File: config.mk
export PLATFORM = sky130hd
export DESIGN_NAME = nios2_fetch_ctrl
export DESIGN_NICKNAME = d
export VERILOG_FILES = /design/src/rtl/nios2_pkg.sv /design/src/rtl/nios2_fetch_ctrl.sv
export SDC_FILE = /design/constraint.sdc
export NUM_CORES = 1
export LEC_CHECK = 0
export BUFFER_PORTS_ARGS = -buffer_cell sky130_fd_sc_hd__buf_4
export CORE_MARGIN = 2
export CORE_UTILIZATION = 24
export CTS_CLUSTER_DIAMETER = 60
export DETAILED_ROUTE_END_ITERATION = 16
export GPL_TIMING_DRIVEN = 0
export SYNTH_ARGS = -nofsm -noshare
export SYNTH_HDL_FRONTEND = slang
export SYNTH_SLANG_ARGS = --single-unit
export TNS_END_PERCENT = 1
File: constraint.sdc
create_clock -name clk -period 3.5 [get_ports clk]
set_input_delay 0.35 -clock clk [delete_from_list [all_inputs] [get_ports clk]]
set_output_delay 0.35 -clock clk [all_outputs]
set_load 0.005 [all_outputs]
File: src/rtl/nios2_pkg.sv
// Shared types and constants for the nios_2 instruction-fetch sequencer.
// Holds the fetch-state encoding, the NOP instruction word and default widths.
package nios2_pkg;

    typedef enum logic [2:0] {
        ST_IDLE    = 3'd0,
        ST_FETCH   = 3'd1,
        ST_ISSUE   = 3'd2,
        ST_WAIT_PC = 3'd3,
        ST_HALTED  = 3'd4
    } fetch_state_e;

    // "add r0, r0, r0" encoding used as the architectural no-op
    localparam logic [31:0] NOP_INSN = 32'h0001_883a;

    localparam int DEF_AW          = 8;
    localparam int DEF_CNT_W       = 16;
    localparam int DEF_TIMEOUT_CYC = 16;

endpackage

File: src/rtl/nios2_fetch_ctrl.sv
// Fetch/issue sequencer: fetches the word at the core PC over req/ack, pulses core enable once per instruction.
// Optional fetch-timeout abort is built when NIOS2_FETCH_TIMEOUT_EN is defined.
module nios2_fetch_ctrl
    import nios2_pkg::*;
#(
    parameter int AW    = DEF_AW,
    parameter int CNT_W = DEF_CNT_W
`ifdef NIOS2_FETCH_TIMEOUT_EN
    , parameter int TIMEOUT_CYC = DEF_TIMEOUT_CYC
`endif
) (
    input  logic             clk,
    input  logic             rst,
    input  logic             run_i,
    input  logic             step_i,
    input  logic             halt_i,
    input  logic [AW-1:0]    core_pc_i,
    output logic             core_enable_o,
    output logic [31:0]      core_inst_o,
    output logic             imem_req_o,
    output logic [AW-1:0]    imem_addr_o,
    input  logic             imem_ack_i,
    input  logic [31:0]      imem_rdata_i,
    output logic             busy_o,
    output logic             halted_o,
    output logic [CNT_W-1:0] inst_cnt_o,
    output logic             err_o
);

    fetch_state_e     state_r;
    fetch_state_e     state_s;
    logic             step_mode_r;
    logic [AW-1:0]    addr_r;
    logic [31:0]      inst_r;
    logic [CNT_W-1:0] cnt_r;
    logic             en_r;
    logic             req_r;
    logic             busy_r;
    logic             halted_r;
    logic             timeout_s;
    logic             abort_s;

`ifdef NIOS2_FETCH_TIMEOUT_EN
    localparam int TW = $clog2(TIMEOUT_CYC) + 1;

    logic [TW-1:0] tmo_r;
    logic          abort_r;
    logic          err_r;

    // Cycles spent in the current FETCH
    always_ff @(posedge clk or posedge rst) begin
        if (rst) begin
            tmo_r <= '0;
        end else if (state_r == ST_FETCH) begin
            tmo_r <= tmo_r + TW'(1);
        end else begin
            tmo_r <= '0;
        end
    end

    assign timeout_s = (state_r == ST_FETCH) && !imem_ack_i && (tmo_r == TW'(TIMEOUT_CYC - 1));

    // Abort marker (consumed in WAIT_PC) and the sticky error flag
    always_ff @(posedge clk or posedge rst) begin
        if (rst) begin
            abort_r <= 1'b0;
            err_r   <= 1'b0;
        end else begin
            if (timeout_s) begin
                abort_r <= 1'b1;
                err_r   <= 1'b1;
            end else if (state_r == ST_WAIT_PC) begin
                abort_r <= 1'b0;
            end
        end
    end

    assign abort_s = abort_r;
    assign err_o   = err_r;
`else
    assign timeout_s = 1'b0;
    assign abort_s   = 1'b0;
    assign err_o     = 1'b0;
`endif

    // Next-state decode
    always_comb begin
        state_s = state_r;
        case (state_r)
            ST_IDLE: begin
                if (halt_i) begin
                    state_s = ST_HALTED;
                end else if (run_i || step_i) begin
                    state_s = ST_FETCH;
                end else begin
                    state_s = ST_IDLE;
                end
            end
            ST_FETCH: begin
                if (imem_ack_i || timeout_s) begin
                    state_s = ST_ISSUE;
                end else begin
                    state_s = ST_FETCH;
                end
            end
            ST_ISSUE: begin
                state_s = ST_WAIT_PC;
            end
            ST_WAIT_PC: begin
                if (halt_i || abort_s) begin
                    state_s = ST_HALTED;
                end else if (step_mode_r) begin
                    state_s = ST_IDLE;
                end else if (run_i) begin
                    state_s = ST_FETCH;
                end else begin
                    state_s = ST_IDLE;
                end
            end
            ST_HALTED: begin
                // a still-held run must not restart the core
                if (!halt_i && !run_i) begin
                    state_s = ST_IDLE;
                end else begin
                    state_s = ST_HALTED;
                end
            end
            default: begin
                state_s = ST_IDLE;
            end
        endcase
    end

    // State register, registered outputs, address/instruction latches and retired counter
    always_ff @(posedge clk or posedge rst) begin
        if (rst) begin
            state_r     <= ST_IDLE;
            step_mode_r <= 1'b0;
            addr_r      <= '0;
            inst_r      <= NOP_INSN;
            cnt_r       <= '0;
            en_r        <= 1'b0;
            req_r       <= 1'b0;
            busy_r      <= 1'b0;
            halted_r    <= 1'b0;
        end else begin
            state_r  <= state_s;
            en_r     <= (state_s == ST_ISSUE);
            req_r    <= (state_s == ST_FETCH);
            busy_r   <= (state_s != ST_IDLE) && (state_s != ST_HALTED);
            halted_r <= (state_s == ST_HALTED);
            if ((state_r == ST_IDLE) && (state_s == ST_FETCH)) begin
                step_mode_r <= !run_i;
            end
            if ((state_s == ST_FETCH) && (state_r != ST_FETCH)) begin
                addr_r <= core_pc_i;
            end
            if ((state_r == ST_FETCH) && imem_ack_i) begin
                inst_r <= imem_rdata_i;
            end else if (timeout_s) begin
                inst_r <= NOP_INSN;
            end
            if ((state_r == ST_ISSUE) && !(&cnt_r)) begin
                cnt_r <= cnt_r + CNT_W'(1);
            end
        end
    end

    assign core_enable_o = en_r;
    assign core_inst_o   = inst_r;
    assign imem_req_o    = req_r;
    assign imem_addr_o   = addr_r;
    assign busy_o        = busy_r;
    assign halted_o      = halted_r;
    assign inst_cnt_o    = cnt_r;

endmodule
==> flow_summary.yaml <==
global_route:
  track_usage_pct: 10.6
  overflow: 0
  grt_pass1_wl_um: 10500
  grt_max_degree: 65
  first_global_vias: 2185
  antenna_found_initial: 0
logic_synthesis:
  async_reset_ff_share_pct: 100
  syn-mean-instance-area_sq_um: 13.5
  yosys.area.top_type: "dfrtp_1"
  synthTopCellsByArea: "dfrtp_1, mux2_2, dfstp_2, xor2_1, a21oi_1"
  synth.distinct_cells: 40
  syn_area_sq_um: 2730
  ys_seq_elements: 64
  synth_most_common_cell: "dfrtp_1"
  synth_ff_type: "dfrtp_1"
  yosys-top-cells-count: "dfrtp_1, mux2_2, nor2_1"
  syn_nets: 250
  syn_inst: 203
  seq_area_frac_synth_pct: 59.0
  synth_top_area_share_pct: 52.2
  synth-edff-count: 0
  ys_warn_count: 0
critical_path:
  path_max_fanout: 10
  critPathBufInv: 1
  cp-start-kind: "flop"
  crit_type: "flop to flop"
  critical_path.top_delay_family: "compound AO/OA/AOI/OAI gates"
  cp-end-kind: "flop"
  worstPathRequired_ns: 3.70
  critical_path.cell_chain: "buf_2, or3b_1, o31a_2, a21oi_4, mux2_2"
  crit_slowest_cell: "or3b_1"
  critPathArrivalTime_ns: 2.20
  critPathMaxStageDelay_ns: 0.46
clock_network:
  cts.clk_slew.worst_paths_ns: 0.06
  post_cts_buffers: 0
  cts_hold_buf: 0
  cts_root_buf: "clkbuf_16"
  tritoncts: "built"
  postCtsResizedCells: 0
  cts.sink_count: 64
  numCtsBuffers: 9
  worstSkewPairLatency_ns: 0.32
  clockBufferDepth: 2
  htree_levels: 3
sta:
  tightest_slew_ns: 0.795
  final.min_clock_period_ns: 2.00
  hold_viol: 0
  fmax_ghz: 0.501
  rsz0062_at_grt: "no"
  fin_skew_ns: 0.0103
  maxSlewHeadroom_pct: 47.0
  period_share_pct: 57.1
  fin_tns_setup_ns: 0
  hold_ws_ns: 0.193
  setup_viol: 0
  finalMaxSlewViolations: 0
layout:
  diodes: 0
  post-route-util_pct: 36.2
  layout-drive-gt1-share_pct: 57.1
  nets: 366
  syn_to_final_growth_pct: 45.6
  final_area_sq_um: 3980
  n_fill_cell: 1082
  fin_cells: 464
outcome:
  outcome: "finished, final reports clean"
min_path:
  hold_path.class: "input port to asynchronous set/reset pin"
power:
  peakVddDrop_uv: 263
  power.density_nw_per_um2: 784
  p_leak_nw: 1.87
detailed_routing:
  wl_per_cell_um: 13.7
  vias_per_cell: 4.45
  drcViolationCount: 0
  vias: 2065
  drtIter0Drc: 56
  postRouteAntennaNets: 0
  firstDrtPassIters: 4
  wl_um: 6360
die:
  std_cell_rows: 38
  start_util_pct: 24.9
  fp.dieW_um: 111
  fp.dieH_um: 111
  io_pins: 107
  die_area_sq_um: 12300
  core_sq_um: 11000
placement:
  dp_cells: 448
  dp_hpwl_um: 4680
  dpl_cell_area_sq_um: 3700
  place.gp.congestion: 0.759
  io_buffer_count: 105
job:
  cap_violations: 0
registers in the layout, indices dropped and copies added, names as in the netlist:
signal	flops
inst_cnt_o	16
imem_req_o	1
halted_o	1
core_enable_o	1
state_r	3
core_inst_o	32
step_mode_r	1
imem_addr_o	8
busy_o	1
metrics by stage:
step           power, mW  setup WS, ns
2_1_floorplan       1.74          1.56
3_3_place_gp        2.29         0.614
3_5_place_dp        2.33          1.49
4_1_cts             3.18          1.48
5_1_grt             3.33          1.37
6_report            3.12          1.50
where the power goes:
group | internal (mW) | switching, mW | leakage (nW)
Sequential | 1.06 | 0.181 | 0.790
Clock | 0.483 | 0.339 | 0.128
Combinational | 0.664 | 0.384 | 0.953
per-layer routing:
| layer | part of all wire [%] | vias to the layer above | GRT usage (%) |
|---|---|---|---|
| li1 | - | 966 | - |
| met1 | 40 | 1025 | 11.9 |
| met2 | 51 | 63 | 18.2 |
| met3 | 7.0 | 11 | 3.72 |
| met4 | 1.9 | 0 | 4.67 |
| met5 | 0 | - | 0 |
placed cells by master, fill, tap and decap left out, types with 5 or more instances in the layout:
cell type    n
dfstp_2      7
buf_4      106
dfrtp_1     57
a21oi_1     10
clkbuf_16    9
xor2_1      10
nor2_1      12
mux2_2      41
nand2_1      6
nand4_1      5
inv_1        5
nand3_1      6
worst paths after layout:
| kind | cells after the start | start | slack (ns) | to |
|---|---|---|---|---|
| max reg2reg | 5 | state_r[2]$_DFF_PP0_ | 1.50 | imem_addr_o[1]$_DFFE_PP0P_ |
| min reg2reg | 1 | imem_addr_o[4]$_DFFE_PP0P_ | 0.51 | imem_addr_o[4]$_DFFE_PP0P_ |
| min | 2 | rst | 0.19 | core_inst_o[8]$_DFFE_PP0P_ |
| min in group clk | 2 | run_i | 0.25 | step_mode_r$_DFFE_PP0P_ |
| max | 5 | state_r[2]$_DFF_PP0_ | 1.50 | imem_addr_o[1]$_DFFE_PP0P_ |
| max in group asynchronous | 2 | rst | 2.79 | inst_cnt_o[2]$_DFFE_PP0P_ |
layout make-up:
| type | count | area, sq um | share of cell area [%] |
|---|---|---|---|
| multi-input cells | 127 | 1070 | 26.8 |
| inverters | 6 | 25.0 | 0.629 |
| well taps | 140 | 175 | 4.41 |
| clock buffers | 9 | 225 | 5.66 |
| plain buffers | 6 | 32.5 | 0.818 |
| repair buffers | 105 | 788 | 19.8 |
| clock inverters | 7 | 53.8 | 1.35 |
| flip-flops and latches | 64 | 1610 | 40.5 |
logic make-up (layout without fill, tap and decap cells):
group,count (synthesis),after routing,synth area share (%)
simple gates,51,51,12.0
compound gates,20,20,5.22
flops,64,64,59.0
mux,43,43,17.6
other cells,1,1,0.137
fa+ha+maj,1,1,0.458
buf+inv,12,133,2.02
xor+xnor,11,11,3.53
worst register-to-register path: stages (launching register included):
cell     delay (ns)
dfrtp_1        0.37
buf_2          0.18
or3b_1         0.46
o31a_2         0.17
a21oi_4        0.32
mux2_2         0.38
Power figures use the tool's default switching activity.
